## src/rtl/proc_gen_pkg.sv

```systemverilog
// Shared definitions for proc_gen: opcodes, step encodings and instruction-field helpers.
package proc_gen_pkg;

    localparam int unsigned MAX_N  = 64;
    localparam int unsigned MAX_RW = 8;

    typedef enum logic [2:0] {
        OP_MV   = 3'b000,
        OP_MVI  = 3'b001,
        OP_ADD  = 3'b010,
        OP_SUB  = 3'b011,
        OP_AND  = 3'b100,
        OP_XOR  = 3'b101,
        OP_MVNZ = 3'b110,
        OP_NOP  = 3'b111
    } opcode_e;

    typedef enum logic [1:0] {
        T0 = 2'd0,
        T1 = 2'd1,
        T2 = 2'd2,
        T3 = 2'd3
    } step_e;

    function automatic logic [2:0] get_op(input logic [MAX_N-1:0] ir, input int unsigned n);
        return 3'(ir >> (n - 3));
    endfunction

    function automatic logic [MAX_RW-1:0] get_x(input logic [MAX_N-1:0] ir,
                                                input int unsigned n, input int unsigned rw);
        return MAX_RW'((ir >> (n - 3 - rw)) & ((MAX_N'(1) << rw) - MAX_N'(1)));
    endfunction

    function automatic logic [MAX_RW-1:0] get_y(input logic [MAX_N-1:0] ir,
                                                input int unsigned n, input int unsigned rw);
        return MAX_RW'((ir >> (n - 3 - 2 * rw)) & ((MAX_N'(1) << rw) - MAX_N'(1)));
    endfunction

endpackage

```

## src/rtl/proc_gen_regn.sv

```systemverilog
// N-bit register with load enable and asynchronous active-high clear.
module regn #(
    parameter int unsigned N = 9
) (
    input  logic         clk,
    input  logic         rst,
    input  logic         en,
    input  logic [N-1:0] d,
    output logic [N-1:0] q
);

    logic [N-1:0] q_q;
    logic [N-1:0] q_d;

    always_comb begin
        q_d = q_q;
        if (en) q_d = d;
    end

    always_ff @(posedge clk or posedge rst) begin
        if (rst) q_q <= '0;
        else     q_q <= q_d;
    end

    assign q = q_q;

endmodule

```

## src/rtl/proc_gen.sv

```systemverilog
// Multi-cycle shared-bus processor: one instruction per Run, Done in its final step.
module proc_gen
    import proc_gen_pkg::*;
#(
    parameter int unsigned N    = 9,
    parameter int unsigned NREG = 8
) (
    input  logic         Clock,
    input  logic         Reset,
    input  logic         Run,
    input  logic [N-1:0] DIN,
    output logic         Done,
    output logic [N-1:0] BusWires
);

    localparam int unsigned RW = $clog2(NREG);

    step_e             step_q, step_d;
    logic [N-1:0]      ir_q, a_q, g_q, alu_c;
    logic [N-1:0]      r_q [NREG];
    logic [NREG-1:0]   r_in, r_out, x_oh, y_oh;
    logic              ir_in, a_in, g_in, g_out, din_out;
    logic [NREG+1:0]   sel;
    opcode_e           op;
    logic [RW-1:0]     x_idx, y_idx;

    assign op    = opcode_e'(get_op(MAX_N'(ir_q), N));
    assign x_idx = RW'(get_x(MAX_N'(ir_q), N, RW));
    assign y_idx = RW'(get_y(MAX_N'(ir_q), N, RW));
    assign x_oh  = NREG'(1) << x_idx;
    assign y_oh  = NREG'(1) << y_idx;

    always_ff @(posedge Clock or posedge Reset) begin
        if (Reset) step_q <= T0;
        else       step_q <= step_d;
    end

    // Control decode: bus source, register loads and step sequencing.
    always_comb begin
        step_d  = step_q;
        Done    = 1'b0;
        ir_in   = 1'b0;
        a_in    = 1'b0;
        g_in    = 1'b0;
        g_out   = 1'b0;
        din_out = 1'b0;
        r_in    = '0;
        r_out   = '0;
        case (step_q)
            T0: begin
                if (Run) begin
                    ir_in  = 1'b1;
                    step_d = T1;
                end
            end
            T1: begin
                case (op)
                    OP_MV: begin
                        r_out  = y_oh;
                        r_in   = x_oh;
                        Done   = 1'b1;
                        step_d = T0;
                    end
                    OP_MVNZ: begin
                        r_out  = y_oh;
                        if (g_q != '0) r_in = x_oh;
                        Done   = 1'b1;
                        step_d = T0;
                    end
                    OP_MVI: begin
                        din_out = 1'b1;
                        r_in    = x_oh;
                        Done    = 1'b1;
                        step_d  = T0;
                    end
                    OP_NOP: begin
                        Done   = 1'b1;
                        step_d = T0;
                    end
                    default: begin
                        r_out  = x_oh;
                        a_in   = 1'b1;
                        step_d = T2;
                    end
                endcase
            end
            T2: begin
                r_out  = y_oh;
                g_in   = 1'b1;
                step_d = T3;
            end
            default: begin
                g_out  = 1'b1;
                r_in   = x_oh;
                Done   = 1'b1;
                step_d = T0;
            end
        endcase
    end

    always_comb begin
        case (op)
            OP_ADD:  alu_c = a_q + BusWires;
            OP_SUB:  alu_c = a_q - BusWires;
            OP_AND:  alu_c = a_q & BusWires;
            OP_XOR:  alu_c = a_q ^ BusWires;
            default: alu_c = '0;
        endcase
    end

    // Bus driven only when exactly one source is selected.
    assign sel = {din_out, g_out, r_out};

    always_comb begin
        BusWires = '0;
        if ($onehot(sel)) begin
            if (din_out) BusWires = DIN;
            if (g_out)   BusWires = g_q;
            for (int unsigned k = 0; k < NREG; k++) begin
                if (r_out[k]) BusWires = r_q[k];
            end
        end
    end

    regn #(.N(N)) u_ir (.clk(Clock), .rst(Reset), .en(ir_in), .d(DIN),      .q(ir_q));
    regn #(.N(N)) u_a  (.clk(Clock), .rst(Reset), .en(a_in),  .d(BusWires), .q(a_q));
    regn #(.N(N)) u_g  (.clk(Clock), .rst(Reset), .en(g_in),  .d(alu_c),    .q(g_q));

    for (genvar k = 0; k < NREG; k++) begin : g_reg
        regn #(.N(N)) u_r (.clk(Clock), .rst(Reset), .en(r_in[k]), .d(BusWires), .q(r_q[k]));
    end

endmodule

```

## config.mk

```make
export PLATFORM = sky130hd
export DESIGN_NAME = proc_gen
export DESIGN_NICKNAME = d
export VERILOG_FILES = /design/src/rtl/proc_gen_pkg.sv /design/src/rtl/proc_gen_regn.sv /design/src/rtl/proc_gen.sv
export SDC_FILE = /design/constraint.sdc
export NUM_CORES = 1
export LEC_CHECK = 0
export CAP_MARGIN = 20
export CORE_UTILIZATION = 49
export DETAILED_ROUTE_END_ITERATION = 16
export DONT_BUFFER_PORTS = 1
export HOLD_SLACK_MARGIN = 0.1
export PLACE_DENSITY_LB_ADDON = 0.25
export SYNTH_ARGS = -nofsm -noshare
export SYNTH_HDL_FRONTEND = slang
export SYNTH_SLANG_ARGS = --single-unit
```

## constraint.sdc

```tcl
create_clock -name Clock -period 9.6 [get_ports Clock]
set_clock_uncertainty 0.05 [all_clocks]
set_input_delay 1.44 -clock Clock [delete_from_list [all_inputs] [get_ports Clock]]
set_output_delay 1.44 -clock Clock [all_outputs]
set_load 0.01 [all_outputs]
```

==> impl_results.md, run 1 <==
- Status: complete, no violations
- FFs w/ async S/R, synth: 100%
- Cell taking the most area after synthesis: dfrtp_1
- Yosys top cell area share: 40.4%
- Relative slew margins: 25.9%
- Post-Syn Nets: 650
- Total grt overflow: 0
- Die span in y: 115 um
- Max Cap Violations: 0
- Slew Viols, Final: 0
- Initial antenna violation count: 0
- Worst setup EP type: flip-flop
- Warnings from Yosys: 0
- Hold Vio Cnt, Final: 0
- Die width: 115 um
- H-tree Lvls: 3
- Final min period: 8640 ps
- Clock Sinks: 101
- Total negative slack: 0 ps
- Flops & latches, synth: 101
- CTS max path bufs: 2
- Dpl hpwl: 11500 um
- Avg Vias per Cell: 6.10
- Largest net degree at the start of global routing: 69
- I/O pin total: 22
- Post-synthesis simple-gate area fraction: 12.3%
- Post-CTS resize count: 0
- Final ANT Viol Nets: 0
- Drt pass-1 iters: 7
- Vias in the first global route: 4751
- Area contributors post-synth: dfrtp_1 40%, mux2_2 13%, ha_1 4.6%, nand2_1 3.2%, a21oi_1 2.6%
- Overall Global Routing Usage: 26.5%
- Mapped cell area: 6250 um^2
- Core Rows: 40
- Post-synthesis cell type count: 81
- Top routing layer used: met4
- Type of the most critical hold path: reg -> reg
- Tightest Pin Transition: 1110 ps
- Worst path slowest cell: fa_1
- Area Overhead vs Synth: 7.24%
- Final GP Congestion: 0.910
- DR vias: 4694
- EDFF count, synth: 0
- Wire per inst: 20.6 um
- Worst-Skew Late Latency: 360 ps
- RSZ-0062 raised after global routing: no
- Postcts setup bufs: 0
- Core footprint: 12200 um^2
- Remaining DRCs: 0
- Synth Area in XOR/XNOR: 2.94%
- Reg clk slew, reported paths: 70 ps
- Main combinational cell family by area after synthesis: compound AO/OA/AOI/OAI gates
- First-pass GRT wire length: 26300 um
- Cts bufs inserted: 9
- Syn Inst Count: 608
- Met1 WL: 7430 um
- CTS tree: done
- Startpoint types: flip-flop
- Port Buffers: 0
- Synth cell count leaders: 101 x dfrtp_1, 71 x mux2_2, 53 x nand2_1, 33 x a21oi_1, 33 x nor2_1
- Routed WL: 15900 um
- NumNets Final: 638
- Crit path largest cell delay: 530 ps
- CP required: 9800 ps
- Post-synthesis adder-cell area fraction: 6.84%
- Sequential fraction of the synthesis area: 40.4%
- Crit-path most repeated cell: inv_1
- Die area: 13200 um^2
- Compound-cell area share of the yosys netlist: 18.4%
- Hold buffers post-CTS: 0
- Crit path max fanout: 23
- CP Class: reg -> reg
- Critical Path AT: 8850 ps
- WL met3: 777 um
- Initial DRC Count: 323
- Most frequent cell after synthesis: dfrtp_1
- Antenna Cells: 0
- Syn avg cell area: 10.3 um^2
- Starting Density: 51.2%
- Multiplexer area fraction after synthesis: 14.9%
- Final period utilization: 90.0%
- Achievable Freq: 0.116 GHz
- Post-synth top flop: dfrtp_1
- Met2 WL: 7180 um
- Share of layout cells above drive strength 1: 22.0%
- Clock root cell: clkbuf_16
- Setup violators final: 0
[cell usage in the layout, fill, tap and decap left out, drive strengths merged, types with 6 or more instances in the layout]
cell type | netlist | final
dfrtp | 101 | 101
a22oi | 6 | 6
mux2i | 13 | 13
o211ai | 6 | 6
buf | 11 | 13
a21oi | 34 | 34
inv | 26 | 28
nand3 | 8 | 8
clkbuf | 25 | 10
fa | 7 | 7
ha | 23 | 23
nand2b | 10 | 10
o21a | 9 | 9
nor3 | 16 | 16
xor2 | 7 | 7
o21ai | 32 | 32
xnor2 | 11 | 11
o221ai | 9 | 9
nor2b | 12 | 12
mux2 | 71 | 71
nand2 | 53 | 53
nor2 | 35 | 35
[sequential cells by signal, summed over array words and instances, names as in the netlist]
register and flops:
g.u_r.q 72, u_a.q 9, u_g.q 9, u_ir.q 9, step_q 2
[per-stage QoR]
step	cells	setup slack [ps]	hold slack (ps)	utilization (%)	cell area, um^2
finish	769	956	437	54.9	6710
floorplan	608	1940	400	-	6250
CTS	768	994	439	54.8	6700
global placement	752	1280	413	52.6	6420
detailed placement	752	1040	422	52.6	6420
global route	769	254	476	54.9	6710
[worst max-delay path: cells and delay by family, from the launching register on]
family	cells	cell delay (ps)
adders and majority gates	8	3100
AOI/OAI and AO/OA	14	2770
buffers and inverters	8	1160
and+or+nand+nor	6	840
DFF	1	440
xor gates and xnor gates	1	180
[kinds of logic (layout without fill, tap and decap cells)]
kind of cell	after synthesis	count (layout)
flip-flops	101	101
AND/OR/NAND/NOR	158	158
AO/OA/AOI/OAI	153	153
XOR/XNOR	18	18
adder cells (fa/ha/maj)	30	30
multiplexers	84	84
buffers and inverters	64	57
[metal layers]
metal | up-vias | GRT usage, %
met5 | - | 0
met4 | 0 | 10.4
met3 | 31 | 4.85
met2 | 136 | 41.6
met1 | 2346 | 36.4
li1 | 2181 | -
[final timing paths]
| kind | start | to | slack, ps | cells past startpoint |
|---|---|---|---|---|
| max | step_q[0]$_DFFE_PP0P_ | u_g.q[7]$_DFFE_PP0N_ | 960 | 37 |
| min | g_reg[6].u_r.q[1]$_DFFE_PP0P_ | g_reg[6].u_r.q[1]$_DFFE_PP0P_ | 440 | 2 |
| max reg2reg | step_q[0]$_DFFE_PP0P_ | u_g.q[7]$_DFFE_PP0N_ | 960 | 37 |
| min reg2reg | g_reg[6].u_r.q[1]$_DFFE_PP0P_ | g_reg[6].u_r.q[1]$_DFFE_PP0P_ | 440 | 2 |
| max in group asynchronous | Reset | g_reg[7].u_r.q[4]$_DFFE_PP0P_ | 7380 | 2 |
| min in group asynchronous | Reset | u_g.q[7]$_DFFE_PP0N_ | 900 | 1 |
[area by class of cell]
cell class	instances	area, um^2
clock inverter	6	46.3
multi-input combinational	443	3480
inverter	28	110
clock buffer	10	229
timing repair buffer	13	101
fill	1114	5500
tap	168	210
sequential	101	2530
Power of run 1 is not shown: default switching activity piles up to over one toggle a cycle in this logic, so the estimate is an artifact.
==> inputs of run 2 (changes only) <==
- CTS_CLUSTER_SIZE: not set -> 14
==> results of run 2 <==
No change in the layout: final DEF, timing and power equal those of run 1.
Power of run 2 is left out for the same reason.
